`config.mk`:
```
export PLATFORM = sky130hd
export DESIGN_NAME = dpram_stream_reader
export DESIGN_NICKNAME = d
export VERILOG_FILES = /design/src/rtl/dpram_stream_reader.sv
export SDC_FILE = /design/constraint.sdc
export NUM_CORES = 1
export LEC_CHECK = 0
export BUFFER_PORTS_ARGS = -buffer_cell sky130_fd_sc_hd__buf_2
export CORE_MARGIN = 2
export CORE_UTILIZATION = 50
export CTS_CLUSTER_DIAMETER = 120
export CTS_CLUSTER_SIZE = 30
export DETAILED_ROUTE_END_ITERATION = 6
export PLACE_DENSITY = 0.87
export REMOVE_ABC_BUFFERS = 1
export SYNTH_ARGS = -nofsm -noshare
export SYNTH_HDL_FRONTEND = slang
export SYNTH_SLANG_ARGS = --single-unit
```
`constraint.sdc`:
```
create_clock -name clk -period 3.01 [get_ports clk]
set_input_delay 0.1505 -clock clk [delete_from_list [all_inputs] [get_ports clk]]
set_output_delay 0.1505 -clock clk [all_outputs]
set_load 0.05 [all_outputs]
```
`src/rtl/dpram_stream_reader.sv`:
```
//==============================================================================
// Module      : dpram_stream_reader
// Description : Walks a (base, stride, count) address sequence over the read
//               port of the Q8.8 dual-port RAM. The one-cycle read latency is
//               absorbed, and the words are presented as a valid/ready stream
//               through a 2-entry buffer.
//               Optional build macro: DPRAM_READER_RELU_EN (ReLU on m_data).
// Revision    : 1.0 - initial release
//==============================================================================
`default_nettype none

module dpram_stream_reader #(
    parameter int AWIDTH = 10,
    parameter int DWIDTH = 16,
    parameter int CWIDTH = 11
) (
    input  logic              clk,
    input  logic              reset,
    input  logic              start,
    input  logic [AWIDTH-1:0] base_addr,
    input  logic [AWIDTH-1:0] stride,
    input  logic [CWIDTH-1:0] count,
    output logic              busy,
    output logic              done,
    output logic [AWIDTH-1:0] ram_addr,
    input  logic [DWIDTH-1:0] ram_out,
    output logic              m_valid,
    input  logic              m_ready,
    output logic [DWIDTH-1:0] m_data,
    output logic              m_last
);

    typedef enum logic [1:0] {
        S_IDLE  = 2'd0,
        S_RUN   = 2'd1,
        S_DRAIN = 2'd2
    } state_t;

    state_t            r_state;
    state_t            w_state_nxt;

    logic [AWIDTH-1:0] r_ptr;
    logic [AWIDTH-1:0] r_stride;
    logic [CWIDTH-1:0] r_count;
    logic [CWIDTH-1:0] r_issued;
    logic              r_inflight;
    logic              r_inflight_last;
    logic              r_done;

    logic [DWIDTH-1:0] r_fifo_data [2];
    logic [1:0]        r_fifo_last;
    logic              r_wr_idx;
    logic              r_rd_idx;
    logic [1:0]        r_fifo_cnt;

    logic              w_start_ok;
    logic              w_pop;
    logic [2:0]        w_occ;
    logic              w_issue;
    logic              w_issue_last;
    logic              w_last_hs;
    logic [DWIDTH-1:0] w_head;
    logic [DWIDTH-1:0] w_head_out;

    assign w_start_ok   = (r_state == S_IDLE) && start;
    assign m_valid      = (r_fifo_cnt != 2'd0);
    assign w_pop        = m_valid && m_ready;
    assign w_last_hs    = w_pop && m_last;

    // Occupancy the buffer will have once this cycle's pop and capture settle;
    // issuing only below 2 guarantees the in-flight word always has a slot.
    assign w_occ        = {1'b0, r_fifo_cnt} + {2'b00, r_inflight} - {2'b00, w_pop};
    assign w_issue      = (r_state == S_RUN) && (r_issued < r_count) && (w_occ < 3'd2);
    assign w_issue_last = w_issue && ((r_issued + CWIDTH'(1)) == r_count);

    assign busy         = (r_state != S_IDLE);
    assign done         = r_done;
    assign ram_addr     = r_ptr;

    assign w_head       = r_fifo_data[r_rd_idx];

`ifdef DPRAM_READER_RELU_EN
    assign w_head_out   = w_head[DWIDTH-1] ? '0 : w_head;
`else
    assign w_head_out   = w_head;
`endif

    // Gated with valid so an empty buffer always presents zeros.
    assign m_data       = m_valid ? w_head_out : '0;
    assign m_last       = m_valid && r_fifo_last[r_rd_idx];

    always_comb begin
        w_state_nxt = r_state;
        case (r_state)
            S_IDLE: begin
                if (start && (count != '0)) begin
                    w_state_nxt = S_RUN;
                end
            end
            S_RUN: begin
                if (w_issue_last) begin
                    w_state_nxt = S_DRAIN;
                end
            end
            S_DRAIN: begin
                if (w_last_hs) begin
                    w_state_nxt = S_IDLE;
                end
            end
            default: w_state_nxt = S_IDLE;
        endcase
    end

    always_ff @(posedge clk) begin
        if (reset) begin
            r_state         <= S_IDLE;
            r_ptr           <= '0;
            r_stride        <= '0;
            r_count         <= '0;
            r_issued        <= '0;
            r_inflight      <= 1'b0;
            r_inflight_last <= 1'b0;
            r_done          <= 1'b0;
            r_fifo_last     <= 2'b00;
            r_wr_idx        <= 1'b0;
            r_rd_idx        <= 1'b0;
            r_fifo_cnt      <= 2'd0;
        end else begin
            r_state         <= w_state_nxt;
            r_inflight      <= w_issue;
            r_inflight_last <= w_issue_last;
            r_done          <= (w_start_ok && (count == '0)) || w_last_hs;

            if (w_start_ok) begin
                r_ptr    <= base_addr;
                r_stride <= stride;
                r_count  <= count;
                r_issued <= '0;
            end else if (w_issue) begin
                r_ptr    <= r_ptr + r_stride;
                r_issued <= r_issued + CWIDTH'(1);
            end

            if (r_inflight) begin
                r_fifo_last[r_wr_idx] <= r_inflight_last;
                r_wr_idx              <= ~r_wr_idx;
            end
            if (w_pop) begin
                r_rd_idx <= ~r_rd_idx;
            end
            r_fifo_cnt <= r_fifo_cnt + {1'b0, r_inflight} - {1'b0, w_pop};
        end
    end

    // Payload storage needs no reset: the occupancy count qualifies it.
    always_ff @(posedge clk) begin
        if (r_inflight) begin
            r_fifo_data[r_wr_idx] <= ram_out;
        end
    end

endmodule

`default_nettype wire
```
* After elaboration in Yosys (flattened, before gate mapping) *
Memories as Yosys holds them, arrays and structs flattened. A register that Yosys moved wholly into a read port is not among the register bits.
Cells that the tools add are included.

cells by class
  add/subtract/negate cells = 6
  order comparisons = 5
  equal/unequal tests = 6
  muxes and demuxes = 16
  bitwise gates (word level) = 2
  reductions and logical operators = 19

operators by type and width
  cell                     count
  $mux W10                 2
  $mux W16                 1
  $add A11 B1 Y11 const B  1
  $eq A11 B11 Y1           1
  $logic_not A11 Y1        1
  $lt A11 B11 Y1           1
  $reduce_bool A11 Y1      1
  $add A10 B10 Y10         1
  $logic_and A1 B1 Y1      10
  $mux W1                  7
  $mux W2                  3
  $pmux W2 S3              1
  $reduce_bool A2 Y1       3
  $lt A1 B2 Y1 const B     2
  $ne A2 B2 Y1 const B     2
  $add A2 B1 Y3            1
  $lt A3 B2 Y1 const B     1
  $reduce_and A3 Y1        1
  $sub A3 B1 Y3            1
  $add A2 B1 Y2            1
  $bwmux W2                1
  $eq A2 B1 Y1 const B     1
  $eq A2 B2 Y1 const B     1
  $logic_not A2 Y1         1
  7 further kinds          8

storage, ports and cells
  register bits = 53
  RAM bits = 32
  input bits = 51
  output and inout port bits = 30
  logic and storage cells = 67
  memories kept = 1

memories
  name         depth  bits a word  read ports  clocked after Yosys merged registers in  wr ports  RTL line  text
  r_fifo_data  2      16           1           1                                        1         50        logic [DWIDTH-1:0] r_fifo_data [2];

* Depth between registers and ports, before layout *
Gate-level depths: netlist of run 1.

  word-level depth = 8
  gate-level depth with buffers = 12
  gate-level depth less buffers = 11

* Worst setup path before layout of run 1 *
OpenSTA, ideal clock, no wires.

  path type = register to register
  from = register r_fifo_cnt[1]
  to = register r_ptr[4], in the netlist ram_addr[4]
  library setup time = 0.091 ns
  arrival time = 3.020 ns
  required time = 2.919 ns
  slack = -0.101 ns
  stages on the path, launching flop included = 13
  buffers on the path = 1
  clock period less this slack = 3.111 ns
  path through = dfxtp_1 -> nor2_1 -> nor2b_1 -> ha_1 -> inv_1 -> ha_1 -> fa_1 -> a2111oi_2 -> o211ai_1 -> nor2_2 -> buf_4 -> nand2_1 -> a311oi_1

on the way
  longest elaborated chain between the ends = 6
  elaborated cells between the ends (all ways) = 7
  those cells by class = 2 x add/sub; 1 x order compare; 4 x reduce/logical

ends and longest elaborated chain
  item                                 RTL line  text
  from (decl)                          54        logic [1:0] r_fifo_cnt;
  from (signal assigned)               151       r_fifo_cnt <= r_fifo_cnt + {1'b0, r_inflight} - {1'b0, w_pop};
  $reduce_bool A2 Y1                   66        assign m_valid = (r_fifo_cnt != 2'd0);
  $logic_and A1 B1 Y1                  67        assign w_pop = m_valid && m_ready;
  via w_pop                            57        logic w_pop;
  $sub A3 B1 Y3                        72        assign w_occ = {1'b0, r_fifo_cnt} + {2'b00, r_inflight} - {2'b00, w_pop};
  via w_occ[1]                         58        logic [2:0] w_occ;
  $lt A3 B2 Y1                         73        assign w_issue = (r_state == S_RUN) && (r_issued < r_count) && (w_occ < 3'd2);
  $logic_and A1 B1 Y1                  73
  $reduce_bool A2 Y1 (no source line)  --
  to (signal assigned)                 135       r_ptr <= base_addr;
  to (signal assigned)                 140       r_ptr <= r_ptr + r_stride;
  to (decl)                            42        logic [AWIDTH-1:0] r_ptr;

The timed path passes the listed nets, and every way through them passes these cells.
A chain may end at the register's enable or synchronous reset.

* Final worst setup path of run 1 *
  from = register r_fifo_cnt[1]
  to = register r_issued[6]

on the way
  longest elaborated chain between the ends = 5
  elaborated cells between the ends (all ways) = 6
  those cells by class = 2 x add/sub; 1 x order compare; 3 x reduce/logical

ends and longest elaborated chain
  item                  RTL line  text
  $reduce_bool A2 Y1    66
  $logic_and A1 B1 Y1   67
  via w_pop             57
  $sub A3 B1 Y3         72
  via w_occ[1]          58
  $lt A3 B2 Y1          73
  $logic_and A1 B1 Y1   73
  to (signal assigned)  141       r_issued <= r_issued + CWIDTH'(1);
  to (decl)             45        logic [CWIDTH-1:0] r_issued;

The timed path passes the listed nets, and every way through them passes these cells.

==> flow_metrics.py, run 1 <==
metrics = {
    "run_status": {
        "status": "finished, final reports clean",
    },
    "yosys": {
        "yosysWarnings": 0,
        "synth_flop_cell": "dfxtp_1",
        "yosys.area.top_type": "dfxtp_1",
        "netlist_area_sq_um": 4330,
        "synth.most_common_cell": "nand2_1",
        "synth_cell_types": 48,
        "synth_top_area_share_pct": 25.0,
        "netlist_instances": 461,
        "syn_avg_cell_area_sq_um": 9.38,
        "synth_common_cells": "64 x nand2_1, 55 x nor2_1, 54 x dfxtp_1",
        "ys_ff_latch": 86,
        "synth-edff-count": 32,
        "synth.area.top_cells": "dfxtp_1 25%, edfxtp_1 22%, ha_1 6.7%, nand2_1 5.6%, nor2_1 4.8%",
        "yosysSeqAreaShare_pct": 47.2,
        "synthArstFlopShare_pct": 0,
    },
    "die": {
        "die_y_microns": 97.0,
        "rows": 33,
        "die_area_sq_um": 9410,
        "core_sq_um": 8300,
        "start_util_pct": 52.1,
        "design.portCount": 81,
        "die-width_microns": 97.0,
    },
    "pwr": {
        "peakVddDrop_mv": 0.326,
        "power_mw": 3.85,
        "p_comb_share_pct": 42.0,
        "seq_power_share_pct": 37.0,
        "power_density_nw_per_um2": 721,
        "internal_power_mw": 2.17,
        "p_leak_nw": 2.13,
        "switching_share_pct": 43.7,
        "pwr-share-clk_pct": 21.1,
        "p_switching_mw": 1.68,
    },
    "clock_tree": {
        "cts.sinks": 86,
        "cts_tree": "yes",
        "htreeDepth": 3,
        "path_clk_slew_ns": 0.10,
        "cts_buffer_depth": 2,
        "insertion_delay_ns": 0.38,
        "cts_buffers": 9,
        "cts_root_buf": "clkbuf_8",
    },
    "setup_path": {
        "cp-end-kind": "flop",
        "path_cells": "nor2_4 > nor2b_2 > ha_1 > inv_1 > ha_1 > fa_2 > a2111oi_4 > o211ai_1 > buf_4 > nor4_4 > xnor2_1 > nor2_1",
        "crit_type": "flop to flop",
        "crit_top_cell": "ha_1",
        "worst-path-max-fanout": 6,
        "cp-start-kind": "flop",
        "rr_startpoint": "r_fifo_cnt[1]$_SDFF_PP0_",
        "r2r_cells": 12,
        "ff2ff_setup_slack_ns": 0.12,
        "cp_data_required_time_ns": 3.26,
        "slowest_stage": "fa_2",
        "cp_top_family": "adder cells",
        "critPathMaxStageDelay_ns": 0.48,
        "cp.arrival_ns": 3.13,
        "r2r_end": "r_issued[6]$_SDFFE_PP0P_",
        "path_buf_inv": 2,
    },
    "placed_design": {
        "pre_cts_ws_ns": -0.00963,
        "portBuffers": 80,
        "dp_hpwl_microns": 7250,
        "place_congestion": 0.951,
    },
    "detailed_routing": {
        "drc_errors": 0,
        "vias": 3791,
        "wl_per_cell_microns": 15.8,
        "viasPerCell": 5.64,
        "first_pass_iters": 5,
        "dr.first_iter.drc_count": 176,
        "ant_nets": 0,
        "routed_wl_microns": 10600,
    },
    "sta": {
        "period_minus_slack_ns": 2.89,
        "fmax_mhz": 346,
        "rsz0062_at_grt": "no",
        "hold_viol": 0,
        "final.period_utilization_pct": 95.9,
        "setup_ws_ns": 0.123,
        "setup_viol": 0,
        "whs_ns": 0.00493,
        "slew_headroom_pct": 38.6,
        "max_slew.worst_pin.slew_ns": 0.920,
        "report.final.slew_viol_count": 0,
        "fin_skew_ns": 0.0135,
    },
    "hold_path": {
        "hold_start": "stride[3]",
        "holdPathEnd": "r_stride[3]$_SDFFE_PP0P_",
        "hp-class": "input pin to flop",
        "holdPathStages": 3,
    },
    "global_route": {
        "grt_antenna_before_repair": 0,
        "grt_pass1_wl_microns": 17300,
        "overflow": 0,
        "grt_pass1_vias": 3765,
        "grt_usage_pct": 22.5,
        "grt_max_degree": 45,
    },
    "flow_run": {
        "maxCapViolations": 0,
    },
    "layout": {
        "area_growth_pct": 23.5,
        "post_route_cells_drive_above_1_share_pct": 21.3,
        "nNetsFinal": 638,
        "post-route-util_pct": 64.4,
        "diodes": 0,
        "final.fill_count": 642,
    },
}
==> how the worst max path moves through the flow <==
stage | from | end | cells past startpoint
after floorplan | r_fifo_cnt[1]$_SDFF_PP0_ | ram_addr[3]$_SDFFE_PP0P_ | 11
after CTS | r_fifo_cnt[1]$_SDFF_PP0_ | r_issued[6]$_SDFFE_PP0P_ | 12
final | r_fifo_cnt[1]$_SDFF_PP0_ | r_issued[6]$_SDFFE_PP0P_ | 12
after detailed placement | r_fifo_cnt[1]$_SDFF_PP0_ | r_issued[10]$_SDFFE_PP0P_ | 12
after global placement | r_fifo_cnt[1]$_SDFF_PP0_ | r_issued[10]$_SDFFE_PP0P_ | 12
after global routing | r_fifo_cnt[0]$_SDFF_PP0_ | r_issued[6]$_SDFFE_PP0P_ | 12
==> cell usage in the layout, fill, tap and decap left out, types with 6 or more instances in the layout <==
master,count
ha_1,23
a21oi_1,38
inv_1,22
edfxtp_1,32
nand2_1,64
o21ai_0,9
dlygate4sd3_1,17
xor2_1,7
buf_2,80
nand3_1,7
dfxtp_1,53
clkbuf_8,9
nor4_1,6
buf_4,12
xnor2_1,22
mux2i_1,19
nand2b_1,7
a31oi_1,7
nor2_1,54
==> power groups by stage <==
stage | clock [mW] | sequential, mW | combinational [mW]
floorplan | 0 | 1.50 | 0.989
global placement | 0 | 1.43 | 1.43
detailed placement | 0 | 1.44 | 1.48
CTS | 0.821 | 1.41 | 1.51
global route | 0.865 | 1.44 | 1.72
finish | 0.811 | 1.42 | 1.62
==> cell families (layout without fill, tap and decap cells) <==
kind of cell	Yosys count	in the layout	share of synthesized area, %
flip-flops	86	86	47.2
multiplexers	19	19	4.40
buffers and inverters	42	148	3.85
XOR/XNOR	29	29	5.87
AO/OA/AOI/OAI	91	91	13.6
adder cells (fa/ha/maj)	25	25	7.58
AND/OR/NAND/NOR	169	169	17.5
==> stage by stage <==
step | setup TNS, ns | instance area (sq um) | std cells
4_1_cts | 0 | 5230 | 668
6_report | 0 | 5340 | 672
3_3_place_gp | 0 | 4840 | 635
2_1_floorplan | -8.95 | 4240 | 441
3_5_place_dp | -0.00963 | 4840 | 635
5_1_grt | 0 | 5340 | 672
==> sequential cells by signal, indices dropped and copies added (netlist names), 2 cells and up, named ones only <==
signal       count
r_count         11
r_fifo_cnt       2
r_fifo_data     32
r_fifo_last      2
r_issued        11
r_state          2
r_stride        10
ram_addr        10
==> worst reg2reg max path, cell delays in order (launching register included) <==
cell and delay, ns:
dfxtp_2 0.35, nor2_4 0.12, nor2b_2 0.05, ha_1 0.27
inv_1 0.06, ha_1 0.16, fa_2 0.48, a2111oi_4 0.30
o211ai_1 0.20, buf_4 0.24, nor4_4 0.29, xnor2_1 0.17
nor2_1 0.07
==> what timing repair did <==
| item | CTS | global route |
|---|---|---|
| hold endpoints to repair | 33 | 0 |
| setup endpoints to repair | 3 | 15 |
| pin swaps | 1 | 3 |
| gates resized for setup | 3 | 14 |
| hold buffers | 17 | 0 |
| setup buffers | 0 | 4 |
==> per-layer routing <==
metal  wire [microns]  up-vias  share of wire, %  track usage [%]
met4              342        0               3.2             10.7
li1                 -     1819                 -                -
met1             4360     1776                41             27.1
met5                0        -                 0                0
met2             5380      160                51             39.0
met3              538       36               5.1             4.05
==> area by class of cell <==
cell class | instances | area [sq um] | area share (%)
Tap cell | 105 | 131 | 2.46
Clock inverter | 7 | 73.8 | 1.38
Sequential cell | 86 | 2040 | 38.2
Multi-Input combinational cell | 333 | 2220 | 41.5
Inverter | 22 | 82.6 | 1.55
Timing Repair Buffer | 110 | 672 | 12.6
Clock buffer | 9 | 124 | 2.32
Power figures use the tool's default switching activity.
==> run 2: changes to the inputs <==
--- a/config.mk
+++ b/config.mk
@@ -5,13 +5,13 @@
 export SDC_FILE = /design/constraint.sdc
 export NUM_CORES = 1
 export LEC_CHECK = 0
-export BUFFER_PORTS_ARGS = -buffer_cell sky130_fd_sc_hd__buf_2
 export CORE_MARGIN = 2
-export CORE_UTILIZATION = 50
+export CORE_UTILIZATION = 57
 export CTS_CLUSTER_DIAMETER = 120
 export CTS_CLUSTER_SIZE = 30
 export DETAILED_ROUTE_END_ITERATION = 6
-export PLACE_DENSITY = 0.87
+export DONT_BUFFER_PORTS = 1
+export PLACE_DENSITY = 0.86
 export REMOVE_ABC_BUFFERS = 1
 export SYNTH_ARGS = -nofsm -noshare
 export SYNTH_HDL_FRONTEND = slang
==> run 2 against run 1 <==
  * The flow now finishes with violations (negative setup slack)
  * Clock skew up 0.0030 ns
  * Count of clock-buffer cells in the layout did not move
  * Global-route usage grew 5.2 points
  * Final cell count down 7.4%
  * Via count fell by 0.74%
  * Final area up 0.30%
  * Power increased by 1.6%
  * Non-clock buffer count shrank 44
  * Utilization rose by 9.1 points
  * First-iteration DRC count increased by 85%
  * Flip-flop and latch count unchanged
  * Critical path type unchanged
  * Critical endpoint is now r_issued[5]$_SDFFE_PP0P_
  * Highest routed layer unchanged
==> flow_metrics.py, run 2 (synthesized netlist as in run 1, its figures left out) <==
metrics = {
    "detailed_routing": {
        "drc_errors": 0,
        "wl_per_cell_microns": 19.3,
        "first_pass_iters": 6,
        "viasPerCell": 6.05,
        "vias": 3763,
        "ant_nets": 0,
        "routed_wl_microns": 12000,
        "dr.first_iter.drc_count": 326,
    },
    "clock_tree": {
        "htreeDepth": 3,
        "cts.sinks": 86,
        "cts_root_buf": "clkbuf_8",
        "insertion_delay_ns": 0.38,
        "cts_tree": "yes",
        "path_clk_slew_ns": 0.10,
        "cts_buffers": 9,
        "cts_buffer_depth": 2,
    },
    "layout": {
        "diodes": 0,
        "reg_top3": "r_fifo_data: 32 flops, r_count: 11 flops, r_issued: 11 flops",
        "nNetsFinal": 594,
        "mostFrequentLayoutCell": "nand2_1",
        "seqCellArea_sq_um": 2050,
        "post_route_cells_drive_above_1_share_pct": 11.1,
        "fin_area_sq_um": 5360,
        "regMostFlops": "r_fifo_data",
        "final_cell_mix": "63 x nand2_1, 54 x nor2_1, 52 x dfxtp_1",
        "final.fill_count": 477,
        "multi_input_area_sq_um": 2270,
        "largest_reg_flops": 32,
        "area_growth_pct": 23.9,
    },
    "setup_path": {
        "cp-start-kind": "flop",
        "r2r_cells": 12,
        "rr_startpoint": "r_fifo_cnt[1]$_SDFF_PP0_",
        "cp.arrival_ns": 3.30,
        "ff2ff_setup_slack_ns": -0.04,
        "cp-end-kind": "flop",
        "crit_type": "flop to flop",
        "critPathMaxStageDelay_ns": 0.52,
        "path_cells": "nor2_4 > nor2b_4 > ha_4 > inv_2 > ha_4 > fa_2 > a2111oi_4 > o211ai_1 > buf_6 > nor4_4 > xnor2_1 > nor2_1",
        "slowest_stage": "fa_2",
        "worst-path-max-fanout": 6,
        "cp_data_required_time_ns": 3.27,
        "crit_top_cell": "ha_4",
        "r2r_end": "r_issued[5]$_SDFFE_PP0P_",
    },
    "global_route": {
        "grt_antenna_before_repair": 0,
        "grt_max_degree": 43,
        "grt_pass1_vias": 3867,
        "grt_util_met2_pct": 48.1,
        "grt_pass1_wl_microns": 18200,
        "overflow": 0,
        "use_met1_pct": 31.7,
        "grtUsageMet3_pct": 7.88,
        "busiest_layer": "met2",
        "grt_usage_pct": 27.7,
    },
    "pwr": {
        "p_leak_nw": 1.96,
        "seq_power_share_pct": 37.1,
        "p_switching_mw": 1.76,
        "p_comb_share_pct": 41.5,
        "internal_power_mw": 2.16,
        "power_mw": 3.91,
        "switching_share_pct": 44.9,
        "power_density_nw_per_um2": 730,
        "pwr-share-clk_pct": 21.3,
        "peakVddDrop_mv": 0.408,
    },
    "sta": {
        "report.final.slew_viol_count": 0,
        "hold_viol": 0,
        "period_minus_slack_ns": 3.05,
        "max_slew.worst_pin.slew_ns": 0.937,
        "final.period_utilization_pct": 101,
        "fmax_mhz": 328,
        "fin_skew_ns": 0.0165,
        "slew_headroom_pct": 37.3,
        "rsz0062_at_grt": "yes",
        "setup_ws_ns": -0.0377,
        "setup_viol": 3,
    },
    "die": {
        "die-width_microns": 91.1,
        "rows": 31,
        "die_y_microns": 91.1,
        "core_sq_um": 7290,
        "die_area_sq_um": 8300,
        "design.portCount": 81,
        "start_util_pct": 59.3,
    },
    "flow_run": {
        "maxCapViolations": 0,
    },
    "run_status": {
        "status": "finished with violations",
        "violations": "negative setup slack",
    },
    "placed_design": {
        "placed_cell_area_sq_um": 4490,
        "dp_hpwl_microns": 6640,
        "portBuffers": 0,
        "place_congestion": 0.883,
    },
    "hold_path": {
        "hold_start": "reset",
        "hp-class": "input pin to flop",
        "holdPathStages": 2,
        "holdPathEnd": "ram_addr[6]$_SDFFE_PP0P_",
    },
}
==> run 2: worst max-delay path: cells and delay by family (launching register included) <==
family / cells / cell delay [ns]
buffers and inverters: 2 / 0.30
adders and majority gates: 3 / 0.93
and+or+nand+nor: 4 / 0.53
xor gates and xnor gates: 1 / 0.17
DFF: 1 / 0.38
AOI/OAI and AO/OA: 2 / 0.62
==> run 2: per-layer routing <==
metal  vias to the layer above  wire [microns]
met1                      1762            4520
met5                         -               0
met2                       210            5950
li1                       1735               -
met4                         0             619
met3                        56             911
==> run 2: worst max path at each step <==
stage / cells after the start / to / slack (ns) / from
after global placement: 12 / r_issued[10]$_SDFFE_PP0P_ / 0.12 / r_fifo_cnt[1]$_SDFF_PP0_
final: 12 / r_issued[5]$_SDFFE_PP0P_ / -0.04 / r_fifo_cnt[1]$_SDFF_PP0_
after CTS: 12 / r_issued[7]$_SDFFE_PP0P_ / 0.001 / r_fifo_cnt[1]$_SDFF_PP0_
after detailed placement: 12 / r_issued[5]$_SDFFE_PP0P_ / -0.11 / r_fifo_cnt[1]$_SDFF_PP0_
after global routing: 12 / r_state[1]$_SDFFE_PP0P_ / -0.12 / r_fifo_cnt[0]$_SDFF_PP0_
after floorplan: 11 / ram_addr[3]$_SDFFE_PP0P_ / -0.54 / r_fifo_cnt[1]$_SDFF_PP0_
==> run 2: layout make-up <==
type / instances / area share, %
clock inverter: 7 / 1.42
sequential: 86 / 38.2
inverter: 22 / 1.54
timing repair buffer: 66 / 11.8
multi-input combinational: 333 / 42.4
clock buffer: 9 / 2.31
tap: 99 / 2.31
==> run 2: power by group through the flow <==
stage          Sequential [mW]  Clock (mW)  Combinational, mW
6_report                  1.45       0.835               1.62
5_1_grt                   1.46       0.886               1.72
4_1_cts                   1.43       0.809               1.43
3_5_place_dp              1.46           0               1.34
3_3_place_gp              1.45           0               1.29
2_1_floorplan             1.50           0              0.989
==> run 2: repair_timing <==
action / 4_1_cts / 5_1_grt
buffers inserted: 1 / 3
hold buffers: 46 / 0
endpoints found under the hold margin: 74 / 0
setup endpoints to repair: 19 / 24
gates resized for setup: 4 / 27
pin swaps: 2 / 12
==> run 2: per-stage QoR <==
stage / hold WS (ns) / instances / setup TNS (ns) / setup WS (ns) / utilization [%]
2_1_floorplan: 0.220 / 441 / -8.95 / -0.544 / -
3_3_place_gp: 0.224 / 556 / 0 / 0.122 / 61.5
3_5_place_dp: 0.225 / 556 / -0.486 / -0.114 / 61.5
4_1_cts: 0.00618 / 619 / 0 / 0.00117 / 71.2
5_1_grt: 0.0214 / 622 / -0.949 / -0.122 / 73.5
6_report: 0.0143 / 622 / -0.0896 / -0.0377 / 73.5
